==> src/rtl/mem_port_arbiter.sv <==
// Two-requester arbiter for the shared memory port: fetch (0) and load/store (1).
// Define ARB_ROUND_ROBIN_EN for round-robin tie-break; otherwise requester 1 wins ties.
module mem_port_arbiter #(
  parameter int unsigned ADDR_W = 32,
  parameter int unsigned DATA_W = 32
) (
  input  logic              clk,
  input  logic              rst_n,
  input  logic              req0_valid,
  input  logic [ADDR_W-1:0] req0_addr,
  input  logic              req1_valid,
  input  logic [ADDR_W-1:0] req1_addr,
  input  logic              req1_we,
  input  logic [DATA_W-1:0] req1_wdata,
  input  logic              mem_ready,
  input  logic [DATA_W-1:0] mem_rdata,
  output logic              mem_valid,
  output logic              mem_sel,
  output logic [ADDR_W-1:0] mem_addr,
  output logic              mem_we,
  output logic [DATA_W-1:0] mem_wdata,
  output logic              ack0,
  output logic              ack1,
  output logic [DATA_W-1:0] rdata,
  output logic              busy
);

  typedef enum logic [1:0] {
    ST_IDLE   = 2'd0,
    ST_GRANT  = 2'd1,
    ST_ACCESS = 2'd2
  } state_e;

  state_e            state_q, state_d;
  logic              sel_q, sel_d;
  logic              valid_q, valid_d;
  logic              ack0_q, ack0_d;
  logic              ack1_q, ack1_d;
  logic [DATA_W-1:0] rdata_q, rdata_d;

  logic cand0, cand1, win1;

  // A requester being acked this cycle may still show valid; it is not a new request.
  assign cand0 = req0_valid & ~ack0_q;
  assign cand1 = req1_valid & ~ack1_q;

`ifdef ARB_ROUND_ROBIN_EN
  logic last_grant_q, last_grant_d;

  assign win1 = cand1 & (~cand0 | ~last_grant_q);
`else
  assign win1 = cand1;
`endif

  // Next-state and registered-output logic.
  always_comb begin
    state_d = state_q;
    sel_d   = sel_q;
    valid_d = valid_q;
    ack0_d  = 1'b0;
    ack1_d  = 1'b0;
    rdata_d = rdata_q;
`ifdef ARB_ROUND_ROBIN_EN
    last_grant_d = last_grant_q;
`endif
    unique case (state_q)
      ST_IDLE: begin
        if (cand0 | cand1) begin
          state_d = ST_GRANT;
          sel_d   = win1;
          valid_d = 1'b1;
`ifdef ARB_ROUND_ROBIN_EN
          last_grant_d = win1;
`endif
        end
      end
      ST_GRANT, ST_ACCESS: begin
        if (mem_ready) begin
          state_d = ST_IDLE;
          valid_d = 1'b0;
          rdata_d = mem_rdata;
          ack0_d  = ~sel_q;
          ack1_d  = sel_q;
        end else begin
          state_d = ST_ACCESS;
        end
      end
      default: begin
        state_d = ST_IDLE;
        valid_d = 1'b0;
      end
    endcase
  end

  always_ff @(posedge clk or negedge rst_n) begin
    if (!rst_n) begin
      state_q <= ST_IDLE;
      sel_q   <= 1'b0;
      valid_q <= 1'b0;
      ack0_q  <= 1'b0;
      ack1_q  <= 1'b0;
      rdata_q <= '0;
`ifdef ARB_ROUND_ROBIN_EN
      last_grant_q <= 1'b1;
`endif
    end else begin
      state_q <= state_d;
      sel_q   <= sel_d;
      valid_q <= valid_d;
      ack0_q  <= ack0_d;
      ack1_q  <= ack1_d;
      rdata_q <= rdata_d;
`ifdef ARB_ROUND_ROBIN_EN
      last_grant_q <= last_grant_d;
`endif
    end
  end

  // Port mux follows the latched select; requester 0 never writes.
  assign mem_addr  = sel_q ? req1_addr : req0_addr;
  assign mem_we    = sel_q & req1_we;
  assign mem_wdata = sel_q ? req1_wdata : '0;

  assign mem_valid = valid_q;
  assign busy      = valid_q;
  assign mem_sel   = sel_q;
  assign ack0      = ack0_q;
  assign ack1      = ack1_q;
  assign rdata     = rdata_q;

endmodule

==> config.mk <==
export PLATFORM = sky130hd
export DESIGN_NAME = mem_port_arbiter
export DESIGN_NICKNAME = d
export VERILOG_FILES = /design/src/rtl/mem_port_arbiter.sv
export SDC_FILE = /design/constraint.sdc
export NUM_CORES = 1
export LEC_CHECK = 0
export ABC_AREA = 1
export CORE_AREA = 2 2 96 98
export DETAILED_ROUTE_END_ITERATION = 8
export DIE_AREA = 0 0 98 100
export PLACE_DENSITY = 0.78
export SLEW_MARGIN = 40
export SYNTH_ARGS = -nofsm -noshare
export SYNTH_HDL_FRONTEND = slang
export SYNTH_SLANG_ARGS = --single-unit
export TNS_END_PERCENT = 100
==> constraint.sdc <==
create_clock -name clk -period 1.2 [get_ports clk]
set_input_delay 0.24 -clock clk [delete_from_list [all_inputs] [get_ports clk]]
set_output_delay 0.24 -clock clk [all_outputs]
set_load 0.02 [all_outputs]
==> results by group <==
Pwr
  – P_int: 6876 µW
  – Final Power: between 10000 and 15000 µW
  – Comb pwr share: about 76%
  – Power density cells: about 2400 mW/mm²
  – Switching Share: between 40% and 50%
  – Switching power: approximately 6300 µW
  – Seq pwr share: between 15 and 20%
  – Leak: ~0.0028 µW
  – Worst vdd ir: roughly 1.3 mV
  – Clock Power Share: about 6.1%

Clock network
  – Clock Path Buffers: 2
  – CTS tree: built
  – Root Buffer: clkbuf_8
  – Total CTS buffers: 5
  – Clk pin slew, worst setup/hold paths: about 70 ps
  – CTS H-tree lvls: 2
  – Worst-Skew Late Latency: 280 ps
  – Clock Sinks: 38

Synth
  – Post-synthesis sequential area ratio: roughly two fifths
  – Yosys reg bits: 38
  – Syn avg cell area: a little under 7 µm²
  – Synth Warn #: 0
  – Post-synth cell types: 16
  – Synthesized area: between 0.002 and 0.0025 mm²
  – Cell count after synthesis: around 350
  – Syn nets: 481

Timing
  – Setup Viol. Count Final: 83
  – Max-slew violation count: 0
  – RSZ-0062 raised after global routing: yes
  – Clock skew: about 3.8 ps
  – Period minus WS final: approximately 1600 ps
  – Fmax achieved: 624.0 MHz
  – Max transition margin: 72.36%
  – Tcrit/Tclk final: 133.5%
  – Post-route setup slack: -402.5 ps
  – Final TNS setup: -22610 ps
  – Final hold viol count: 0
  – Worst-Margin Slew: 413.9 ps

Floorplan
  – Die X-Extent: roughly 98 µm
  – Io pins: approximately 240
  – Starting Density: a little over a quarter
  – Core Rows: 35
  – Core area: a little under 0.009 mm²
  – Die Y: 100 µm
  – Die footprint: 0.009800 mm²

Placement
  – Placed instance count: between 600 and 700
  – Final Wtd Congestion: 0.9118
  – Post-Place Setup Slack: -547.3 ps
  – Detail Placement HPWL: between 7000 and 8000 µm
  – PortBufs: roughly 240

Setup path
  – Arrival @ worst endpoint: about 1400 ps
  – Worst Setup Start Kind: flop
  – Critical Path RT: 960 ps
  – CP Class: reg2out
  – Critical Path End Type: primary output
  – CP max FO: 5

Route
  – Final ANT Viol Nets: 0
  – Detailed Route WL: a little over 10000 µm
  – Pre-antenna DRT Iters: 5
  – Via count of the routed design: a little over 3000
  – Vias per inst: between 4 and 5
  – # DRC: 0
  – Wirelength per Cell: around 15 µm
  – DR iter-0 viols: 66

Global route
  – Gr usage total: 18.53%
  – Initial antenna violation count: 0
  – Maximum number of pins on one net before global-route repair: 33
  – First-pass GRT wire length: ~15000 µm
  – Gr ovfl total: 0
  – Vias in the first global route: 2928

Cells and area
  – Most frequent cells in the layout: clkdlybuf4s50_1, nand2_2, nand2_1, dfrtp_1, buf_4
  – Diode count: 0
  – Most common library cell in the layout ignoring fill and taps: clkdlybuf4s50_1
  – Final Instance Count excl. Fillers: between 700 and 800
  – Nets: 728
  – Layout overhead on the synthesized area: 130.8%
  – Layout cell share with drive strength beyond 1: around 48%

Run status
  – Status: finished, violations left
  – Failing checks: setup timing

Job
  – Max Cap Viol: 0

Hold path
  – Worst hold path class: in2async
==> through the flow <==
stage / hold slack (ps) / util [%] / area [µm²]
floorplan: -55.59 / - / 2405
global placement: 157.1 / 54.48 / 4843
detailed placement: 162.2 / 54.48 / 4843
CTS: 394.0 / 57.00 / 5067
global route: 412.9 / 60.52 / 5380
finish: 395.5 / 60.52 / 5380
==> cell type report <==
type / count / area (µm²)
clock buffers: 7 / 76.32
repair buffers: 263 / 2634
fillers: 769 / 3510
flip-flops and latches: 38 / 952.2
multi-input cells: 243 / 1419
well taps: 111 / 138.9
inverters: 42 / 160.2
==> logic make-up (layout without fill, tap and decap cells) <==
family                     count (synthesis)  after routing  synth area share [%]
adders and majority gates                  1              1                0.5367
buffers and inverters                     65            312                 16.10
and+or+nand+nor                          240            240                 42.14
AOI/OAI and AO/OA                          2              2                0.4294
DFF                                       38             38                 40.79
==> sequential cells by signal, indices dropped and copies added, names as in the netlist <==
name     count
mem_sel      1
rdata       32
busy         1
state_q      2
ack1         1
ack0         1
==> synthesized netlist by cell type <==
cell type,number,area [µm²]
buf_12,1,20.02
buf_4,6,45.04
nand2_1,191,716.9
nand2_2,9,56.30
inv_2,1,3.750
nand2_4,1,11.26
nor2_1,3,11.26
ha_1,1,12.51
buf_6,10,112.6
buf_2,5,25.02
nor2_4,1,11.26
nand3_1,35,175.2
o21ai_0,2,10.01
buf_8,1,15.01
dfrtp_1,38,950.9
inv_1,41,153.9
==> power by group through the flow <==
stage / Combinational [µW] / Sequential (µW) / Clock, µW
finish: 9970 / 2410 / 798
detailed placement: 8490 / 2270 / 0
global placement: 8340 / 2270 / 0
global route: 10600 / 2480 / 875
floorplan: 4110 / 2920 / 0
CTS: 8880 / 2270 / 824
==> path summary, 6_finish.rpt <==
path                             from  depth (start not counted)            to  slack [ps]
hold / removal                  rst_n                          2     rdata[23]         400
max in group asynchronous       rst_n                          3       mem_sel         340
min in group clk            mem_ready                          3     rdata[20]         440
hold reg to reg             rdata[22]                          2     rdata[22]         480
setup / recovery              mem_sel                          6  mem_wdata[8]        -400
setup reg to reg           state_q[1]                          6      rdata[4]         -20
==> critical path, stage by stage, from the launching register on <==
cell	delay, ps
dfrtp_2	440
buf_6	130
buf_8	140
clkbuf_16	160
nand2_2	60
inv_2	40
buf_6	120
==> timing repair <==
item / 4_1_cts / 5_1_grt
pin swaps: 0 / 4
setup buffers: 3 / 1
hold endpoints to repair: 13 / 0
hold buffers: 1 / 0
resized for setup: 479 / 115
gates cloned: 3 / 7
setup endpoints to repair: 133 / 100
==> metal layers <==
| metal | routed length [µm] | up-vias | track usage (%) |
|---|---|---|---|
| met5 | 0 | - | 0 |
| met1 | 3982 | 1433 | 21.25 |
| li1 | - | 1510 | - |
| met3 | 706 | 10 | 4.526 |
| met4 | 134 | 0 | 4.380 |
| met2 | 5418 | 145 | 34.72 |
Power figures use the tool's default switching activity.
